===== src/rtl/flag_branch_unit.sv =====
// flag_branch_unit
// Flag register (N/Z/V) with EX-stage bypass, branch condition resolution,
// B/BR target generation, fetch PC register, flush generation and the halt
// drain FSM. Sits between decode (branch request) and fetch (PC).
// Optional feature: define BRANCH_STATS_EN to build the saturating
// branch/taken statistics counters; otherwise br_cnt/taken_cnt read 0.
module flag_branch_unit #(
  parameter int                ADDR_W    = 16,
  parameter int                OFF_W     = 9,
  parameter logic [ADDR_W-1:0] RESET_PC  = '0,
  parameter int                DRAIN_CYC = 4,
  parameter int                STAT_W    = 16
) (
  input  logic              clk,
  input  logic              rst_n,
  input  logic              stall,
  input  logic              set_n,
  input  logic              set_z,
  input  logic              set_v,
  input  logic              n_in,
  input  logic              z_in,
  input  logic              v_in,
  input  logic              br_valid,
  input  logic              br_reg,
  input  logic [2:0]        ccc,
  input  logic [ADDR_W-1:0] pc_plus2,
  input  logic [OFF_W-1:0]  offset,
  input  logic [ADDR_W-1:0] reg_target,
  input  logic              halt_req,
  output logic [ADDR_W-1:0] pc,
  output logic              flush,
  output logic [2:0]        flags,
  output logic              halted,
  output logic [STAT_W-1:0] br_cnt,
  output logic [STAT_W-1:0] taken_cnt
);

  localparam logic [1:0] S_RUN    = 2'd0;
  localparam logic [1:0] S_DRAIN  = 2'd1;
  localparam logic [1:0] S_HALTED = 2'd2;

  // Drain counter holds DRAIN_CYC-1 down to 0; keep at least one bit wide.
  localparam int                CNT_W      = (DRAIN_CYC > 1) ? $clog2(DRAIN_CYC) : 1;
  localparam logic [CNT_W-1:0]  DRAIN_LOAD = (DRAIN_CYC > 0) ? CNT_W'(DRAIN_CYC - 1) : '0;

  logic [ADDR_W-1:0] pc_q, pc_d;
  logic [2:0]        flags_q, flags_d;
  logic [1:0]        state_q, state_d;
  logic [CNT_W-1:0]  cnt_q, cnt_d;
  logic              halted_q;

  logic [2:0]        set_vec, in_vec;
  logic              n_eff, z_eff, v_eff;
  logic              cond;
  logic              run;
  logic              taken;
  logic [ADDR_W-1:0] off_sext;
  logic [ADDR_W-1:0] b_target;
  logic [ADDR_W-1:0] target;

  // Next flag value doubles as the bypassed flag seen by the condition check:
  // a flag being written this cycle is taken straight from the EX ALU.
  assign set_vec = {set_n, set_z, set_v};
  assign in_vec  = {n_in, z_in, v_in};

  generate
    for (genvar gi = 0; gi < 3; gi++) begin : g_flag
      assign flags_d[gi] = set_vec[gi] ? in_vec[gi] : flags_q[gi];
    end
  endgenerate

  assign n_eff = flags_d[2];
  assign z_eff = flags_d[1];
  assign v_eff = flags_d[0];

  // Condition code evaluation on the effective (bypassed) flags.
  always_comb begin
    cond = 1'b0;
    case (ccc)
      3'b000:  cond = ~z_eff;
      3'b001:  cond = z_eff;
      3'b010:  cond = ~z_eff & ~n_eff;
      3'b011:  cond = n_eff;
      3'b100:  cond = z_eff | ~n_eff;
      3'b101:  cond = n_eff | z_eff;
      3'b110:  cond = v_eff;
      default: cond = 1'b1;
    endcase
  end

  // Branch immediate is a halfword offset: sign-extend to PC width, then x2.
  generate
    if (OFF_W >= ADDR_W) begin : g_off_trunc
      assign off_sext = offset[ADDR_W-1:0];
    end else begin : g_off_sext
      assign off_sext = {{(ADDR_W - OFF_W){offset[OFF_W-1]}}, offset};
    end
  endgenerate

  assign b_target = pc_plus2 + {off_sext[ADDR_W-2:0], 1'b0};
  assign target   = br_reg ? reg_target : b_target;

  // A halt request wins over a branch in the same cycle; that branch is dropped.
  assign run   = (state_q == S_RUN);
  assign taken = br_valid & cond & ~halt_req & ~stall & run;
  assign flush = taken;

  // PC sequencing and the RUN -> DRAIN -> HALTED drain FSM.
  always_comb begin
    pc_d    = pc_q;
    state_d = state_q;
    cnt_d   = cnt_q;
    case (state_q)
      S_RUN: begin
        if (!stall) begin
          pc_d = taken ? target : pc_q + ADDR_W'(2);
          if (halt_req) begin
            if (DRAIN_CYC == 0) begin
              state_d = S_HALTED;
            end else begin
              state_d = S_DRAIN;
              cnt_d   = DRAIN_LOAD;
            end
          end
        end
      end
      S_DRAIN: begin
        // Drain keeps counting through stalls so the pipe empties on schedule.
        if (cnt_q == '0) begin
          state_d = S_HALTED;
        end else begin
          cnt_d = cnt_q - CNT_W'(1);
        end
      end
      S_HALTED: begin
        state_d = S_HALTED;
      end
      default: begin
        state_d = S_HALTED;
      end
    endcase
  end

  // State registers; flags update regardless of stall or FSM state.
  always_ff @(posedge clk or negedge rst_n) begin
    if (!rst_n) begin
      pc_q     <= RESET_PC;
      flags_q  <= 3'b000;
      state_q  <= S_RUN;
      cnt_q    <= '0;
      halted_q <= 1'b0;
    end else begin
      pc_q     <= pc_d;
      flags_q  <= flags_d;
      state_q  <= state_d;
      cnt_q    <= cnt_d;
      halted_q <= (state_d == S_HALTED);
    end
  end

  assign pc     = pc_q;
  assign flags  = flags_q;
  assign halted = halted_q;

`ifdef BRANCH_STATS_EN
  logic [STAT_W-1:0] br_cnt_q;
  logic [STAT_W-1:0] taken_cnt_q;
  logic              br_count_en;

  assign br_count_en = br_valid & ~stall & run & ~halt_req;

  // Saturating statistics counters for resolved and taken branches.
  always_ff @(posedge clk or negedge rst_n) begin
    if (!rst_n) begin
      br_cnt_q    <= '0;
      taken_cnt_q <= '0;
    end else begin
      if (br_count_en && (br_cnt_q != '1)) begin
        br_cnt_q <= br_cnt_q + STAT_W'(1);
      end
      if (taken && (taken_cnt_q != '1)) begin
        taken_cnt_q <= taken_cnt_q + STAT_W'(1);
      end
    end
  end

  assign br_cnt    = br_cnt_q;
  assign taken_cnt = taken_cnt_q;
`else
  assign br_cnt    = '0;
  assign taken_cnt = '0;
`endif

endmodule


===== config.mk =====
export PLATFORM = sky130hd
export DESIGN_NAME = flag_branch_unit
export DESIGN_NICKNAME = d
export VERILOG_FILES = /design/src/rtl/flag_branch_unit.sv
export SDC_FILE = /design/constraint.sdc
export NUM_CORES = 1
export LEC_CHECK = 0
export CAP_MARGIN = 20
export CORE_MARGIN = 1.5
export CORE_UTILIZATION = 43
export DETAILED_ROUTE_END_ITERATION = 16
export PLACE_DENSITY = 0.79
export SLEW_MARGIN = 20
export SYNTH_ARGS = -nofsm -noshare
export SYNTH_HDL_FRONTEND = slang
export SYNTH_SLANG_ARGS = --single-unit
export TNS_END_PERCENT = 50

===== constraint.sdc =====
create_clock -name clk -period 2.76 [get_ports clk]
set_input_delay 0.69 -clock clk [delete_from_list [all_inputs] [get_ports clk]]
set_output_delay 0.69 -clock clk [all_outputs]
set_load 0.02 [all_outputs]

# == Word level (Yosys, flattened, before mapping) ==
# Index checks and enable logic that the tools add are counted.
# classes
add_sub_neg,3
n_eq_ne,11
mux,14
n_bitwise,11
reduce_logical,6
# ops
cell,count
two-way mux 16 bit,2
adder 16 bit,1
adder 16 x 2 -> 16 bit (second input constant),1
two-way mux 2 bit,6
== test 3 bit (second input constant),3
case mux 2 bit (2 select lines),2
case mux 1 bit (7 select lines),1
== test 3 x 2 -> 1 bit (second input constant),2
inequality test 2 bit (second input constant),3
bitwise AND 1 bit,5
logical NOT 2 bit,2
NOT 1 bit,4
AND reduction 4 bit,1
== test 3 x 1 -> 1 bit (second input constant),1
logical NOT 3 bit,1
two-way mux 1 bit,3
== test 2 x 1 -> 1 bit (second input constant),1
== test 2 bit (second input constant),1
bitwise OR 1 bit,2
AND reduction 2 bit,1
nonzero test 2 bit,1
subtractor 2 x 1 -> 2 bit (second input constant),1
# totals
regBits,24
out_inout_bits,53

# == Depth between registers and ports, before layout ==
# Gate-level depths: netlist of the first run.
# logic_depth
word_depth,9
depth_mapped,9

# == Worst setup path before layout of the first run ==
# Ideal clock, no wire load.
# synth_path
kind,in2reg
start,input offset[0]
end,register pc_q[11] (netlist: pc[11])
arrival_ns,2.388
required_time_ns,2.678
path_slack_ns,0.290
stages,9
path_cell_list,ha_1 > inv_1 > fa_1 > nand2b_1 > a21oi_1 > o21ai_1 > and3_1 > or3_1 > a31oi_1
# synth_via
elab_chain_cells,3
# synth_lines
element,line_no,source
from (decl),27,"input logic [OFF_W-1:0] offset,"
adder 16 bit,100,"assign b_target = pc_plus2 + {off_sext[ADDR_W-2:0], 1'b0};"
two-way mux 16 bit,101,assign target = br_reg ? reg_target : b_target;
two-way mux 16 bit,116,pc_d = taken ? target : pc_q + ADDR_W'(2);
to (signal assigned),153,pc_q <= pc_d;
to (decl),46,"logic [ADDR_W-1:0] pc_q, pc_d;"
# No other way between the ends.
# A chain may end at the register's enable or synchronous reset.

# == Final worst setup path of the first run ==
# layout_path
start,input pc_plus2[1]
end,register pc_q[15] (netlist: pc[15])
# layout_via
elab_chain_cells,3
# layout_lines
element,line_no,source
from (decl),26,"input logic [ADDR_W-1:0] pc_plus2,"
adder 16 bit,100,
two-way mux 16 bit,101,
two-way mux 16 bit,116,
# No other way between the ends.

==> reports/metrics.yaml, run 1 <==
outcome: "completed"
grt_overflow_total: 0
regArea_sq_um: 601
fin_crit_ns: 2.68
cts-root-buf: "clkbuf_8"
synth_top_cell_area_share: 0.243
utilization: 0.668
drtIter0Drc: 116
grt_pass1_wl_um: 10200
worstSetupPathType: "input port to flop"
grt_usage: 0.201
gp_congestion: 0.829
setup_ws_ns: 0.0751
cp.arrival_ns: 2.82
ctsHoldBuffers: 0
dieWidth_um: 78.8
synth-seq-cells: 24
drive_above_1_share: 0.182
grt_pass1_vias: 2387
multi_input_area_sq_um: 1770
p_per_area_nw_per_um2: 582
syn_to_final_growth_pct: 49.0
grt_max_degree: 26
hold_depth: 1
die-area_sq_um: 6200
ys.flop_type: "dfrtp_1"
synth_edf_count: 0
post-place-cells: 471
skew_ns: 0.00700
num_antenna_cells: 0
worstRegToRegCells: 8
cts.sinks: 24
drtAntennaViolNets: 0
syn_area_per_cell_sq_um: 8.45
preCtsSetupSlack_ns: -0.576
final_common_cell: "clkdlybuf4s50_1"
layoutNonFillerInstCount: 478
htreeDepth: 1
hpwl_um: 4860
syn_inst: 292
hold_ws_ns: 0.521
period_share: 0.973
nNetsFinal: 480
vias: 2460
ys_warn_count: 0
final_max_slew_viol_count: 0
setup_violations: 0
wirelength_um: 6180
yosysUniqueCellTypes: 61
port_buffers: 76
core-area_sq_um: 5510
fmax_ghz: 0.372
critical_path_required_ns: 2.90
hold_violations: 0
synth.area.top_cells: "dfrtp_1 24%, buf_4 10%, ha_1 8.1%"
worst_setup_path_end_kind: "flop"
clk_path_buf_depth: 2
fillerInstances: 485
cp_max_fo: 3
antenna_found_initial: 0
io-pin-count: 109
leakage_uw: 0.00170
die_height_um: 78.8
wl_per_cell_um: 12.9
clk_latency_ns: 0.27
critPathLaunchType: "input port"
cts_buffers: 3
start_util: 0.448
cts_tree: "built"
synth-async-reset-ratio: 1.00
netlist_area_sq_um: 2470
final_cell_mix: "66 x clkdlybuf4s50_1, 43 x buf_4, 32 x conb_1"
drc_errors: 0
drt_pass1_iterations: 7
min_path_type: "flop to flop"
ys_seq_area_frac: 0.243
synth_area_leader_cell: "dfrtp_1"
rows: 27
vias_per_cell: 5.15
ir_worst_vdd_mv: 0.296
max_cap_viol_count: 0
clk_pin_slew_ns: 0.09
rsz0062_at_grt: "yes"
==> cell families after synthesis <==
kind of cell	Yosys count	synth area share
and+or+nand+nor	93	0.196
xor gates and xnor gates	15	0.0532
adders and majority gates	17	0.0892
AOI/OAI and AO/OA	78	0.231
other	1	0.00152
DFF	24	0.243
buffers and inverters	53	0.137
muxes	11	0.0487
==> registers in the layout (all words and copies together) (netlist names) <==
name and flops:
cnt_q 2, pc 16, state_q 2, flags 3, halted 1
==> report_power, final <==
group / total (uW) / internal (uW) / switching [uW]
Sequential: 656 / 494 / 162
Combinational: 1170 / 583 / 588
Clock: 313 / 194 / 119
==> layout make-up <==
cell class / count / area share
timing repair buffer: 119 / 0.298
clock buffer: 3 / 0.0112
multi-input combinational: 246 / 0.481
clock inverter: 1 / 0.00817
tap: 72 / 0.0245
inverter: 13 / 0.0133
sequential: 24 / 0.163
==> critical path: stages <==
cell	delay, ns
clkdlybuf4s50_1	0.46
ha_2	0.18
inv_1	0.06
fa_2	0.34
nand2b_4	0.16
a21oi_4	0.18
o21ai_4	0.08
a41o_1	0.20
o41ai_2	0.35
mux2i_1	0.12
==> per-stage QoR <==
stage                     instance area [sq um]  total power [uW]  setup TNS, ns
after CTS                                  3570              2110              0
after detailed placement                   3450              1790          -2.32
after global routing                       3680              2280        -0.0440
after floorplan                            2580              1300              0
final                                      3680              2140              0
after global placement                     3450              1760          -2.05
==> timing repair <==
item                                    4_1_cts  5_1_grt
setup buffers                                 0        3
resized for setup                            19       20
cloned                                        0        0
pin swaps                                     4       10
endpoints found under the setup margin        4        6
==> routing by layer <==
metal	track usage	vias to the layer above	wire [um]
met5	0	-	0
met4	0.0393	0	30
met3	0.0184	2	272
met2	0.386	76	3300
met1	0.242	1150	2580
li1	-	1232	-
==> Yosys cell counts, drive strengths merged (3+ instances only) <==
cell / number
buf: 35
nand2: 29
dfrtp: 24
a21oi: 20
ha: 16
o21ai: 14
inv: 13
nor2: 13
xor2: 12
nand2b: 8
nand3: 8
nor3: 7
mux2i: 6
nand4: 6
o211ai: 6
clkbuf: 5
mux2: 5
nor2b: 5
o311ai: 5
a21o: 4
and3: 4
or3: 4
a31oi: 3
o211a: 3
o21a: 3
xnor2: 3
==> final timing paths <==
| path | startpoint | to | slack (ns) |
|---|---|---|---|
| setup / recovery | pc_plus2[1] | pc[15] | 0.08 |
| hold / removal | cnt_q[0] | cnt_q[0] | 0.52 |
| setup reg to reg | state_q[0] | pc[14] | 0.69 |
| hold reg to reg | cnt_q[0] | cnt_q[0] | 0.52 |
| max in group asynchronous | rst_n | pc[15] | 1.74 |
| min in group asynchronous | rst_n | state_q[0] | 0.77 |
No activity file was read; power rests on OpenSTA's default activity.
==> run 2, diff against run 1 <==
==> constraint.sdc (replaced) <==
create_clock -name clk -period 2.76 [get_ports clk]
set_input_delay 0.276 -clock clk [delete_from_list [all_inputs] [get_ports clk]]
set_output_delay 0.276 -clock clk [all_outputs]
set_load 0.02 [all_outputs]
==> reports/metrics.yaml, run 2 (same netlist as run 1, synthesis figures left out) <==
outcome: "completed"
rows: 27
grt_pass1_wl_um: 9360
die_height_um: 78.8
cts_buffers: 3
p_per_area_nw_per_um2: 619
ctsHoldBuffers: 0
drt_pass1_iterations: 4
slew_headroom: 0.640
drtAntennaViolNets: 0
worstSetupPathType: "input port to flop"
nNetsFinal: 445
vias_per_cell: 5.16
drive_above_1_share: 0.0674
largest_reg_flops: 16
clk_latency_ns: 0.27
post_cts.repair.setup_buffers: 0
post-place-cells: 439
dr_wl_met2_um: 2680
final_common_cell: "clkdlybuf4s50_1"
max_cap_viol_count: 0
antenna_found_initial: 0
port_buffers: 76
tightest_slew_ns: 0.533
ctsResizeCount: 0
vias: 2286
core-area_sq_um: 5510
setup_violations: 0
critPathLaunchType: "input port"
top_layer_used: "met4"
period_share: 0.915
grt_usage: 0.184
swShare: 0.404
fmax_ghz: 0.396
clk_path_buf_depth: 2
cp.arrival_ns: 2.66
ir_worst_vdd_mv: 0.380
placed_area_sq_um: 3210
utilization: 0.595
grt_overflow_total: 0
cts-root-buf: "clkbuf_8"
gp_congestion: 0.909
wl_met1_um: 2550
hold_violations: 0
pwr-share-clk: 0.151
start_util: 0.448
final_max_slew_viol_count: 0
final_area_sq_um: 3280
worst_setup_path_end_kind: "flop"
io-pin-count: 109
hpwl_um: 4530
preCtsSetupSlack_ns: -0.0370
syn_to_final_growth_pct: 32.7
cpPeakStageDelay_ns: 0.46
dieWidth_um: 78.8
intPower_uw: 1210
die-area_sq_um: 6200
seqPwrFrac: 0.324
crit_slowest_cell: "clkdlybuf4s50_1"
critical_path_required_ns: 2.90
clk_pin_slew_ns: 0.09
combPwrFrac: 0.525
power.switching_uw: 819
met3_length_um: 275
num_antenna_cells: 0
cts_tree: "built"
wl_per_cell_um: 12.6
skew_ns: 0.00866
final_cell_mix: "76 x clkdlybuf4s50_1, 32 x conb_1, 28 x nand2_1"
grt_pass1_vias: 2083
grt_max_degree: 26
min_path_type: "input port to async pin"
fin_crit_ns: 2.52
htreeDepth: 1
rsz0062_at_grt: "no"
leakage_uw: 0.00144
setup_ws_ns: 0.236
wirelength_um: 5570
power_uw: 2030
layoutNonFillerInstCount: 443
crit_chain: "clkdlybuf4s50_1 -> ha_1 -> inv_1 -> fa_1 -> nand2b_1 -> a21oi_1 -> o21ai_1 -> a41o_1 -> o41ai_1 -> mux2i_1"
cts.sinks: 24
cp_max_fo: 6
drc_errors: 0
drtIter0Drc: 156
run 2: routing by layer:
layer	vias to the layer above	global-route usage
met5	-	0
met4	0	0.0518
met3	8	0.0184
met2	68	0.323
met1	1045	0.238
li1	1165	-
run 2: area by class of cell:
| cell class | count | area, sq um |
|---|---|---|
| Multi-Input combinational cell | 246 | 1650 |
| Tap cell | 72 | 90.1 |
| Timing Repair Buffer | 84 | 821 |
| Clock buffer | 3 | 41.3 |
| Inverter | 13 | 48.8 |
| Clock inverter | 1 | 30.0 |
| Sequential cell | 24 | 601 |
| Fill cell | 515 | 2230 |
run 2: worst max-delay path: cells and delay by family:
| family | cells | cell delay [ns] |
|---|---|---|
| AOI/OAI and AO/OA | 4 | 1.00 |
| adders and majority gates | 2 | 0.56 |
| buffers and inverters | 2 | 0.52 |
| and+or+nand+nor | 1 | 0.17 |
| muxes | 1 | 0.14 |
run 2: power groups by stage:
stage	clock network, uW	registers, uW	logic, uW
2_1_floorplan	0	779	525
3_3_place_gp	0	658	1050
3_5_place_dp	0	663	1060
4_1_cts	322	657	1070
5_1_grt	337	679	1160
6_report	307	657	1060
run 2: path summary, 6_finish.rpt:
kind,startpoint,slack (ns),to,depth (start not counted)
worst max-delay path,offset[0],0.24,pc[15],10
worst min-delay path,rst_n,0.36,pc[7],2
worst max register to register,flags[2],0.68,pc[14],8
worst min register to register,cnt_q[0],0.53,cnt_q[0],1
max in group asynchronous,rst_n,2.16,pc[3],2
min in group clk,cnt_q[0],0.53,cnt_q[0],1
run 2: per-stage QoR:
step / TNS (ns) / hold slack (ns)
after floorplan: 0 / -0.0196
after global placement: 0 / 0.508
after detailed placement: -0.0370 / 0.520
after CTS: 0 / 0.366
after global routing: 0 / 0.395
final: 0 / 0.364
==> run 3, diff against run 2 <==
--- a/config.mk
+++ b/config.mk
@@ -8,6 +8,7 @@
 export CAP_MARGIN = 20
 export CORE_MARGIN = 1.5
 export CORE_UTILIZATION = 43
+export CTS_CLUSTER_DIAMETER = 30
 export DETAILED_ROUTE_END_ITERATION = 16
 export PLACE_DENSITY = 0.79
 export SLEW_MARGIN = 20
==> results of run 3 <==
The final DEF is identical to that of run 2; final timing and power are the same.
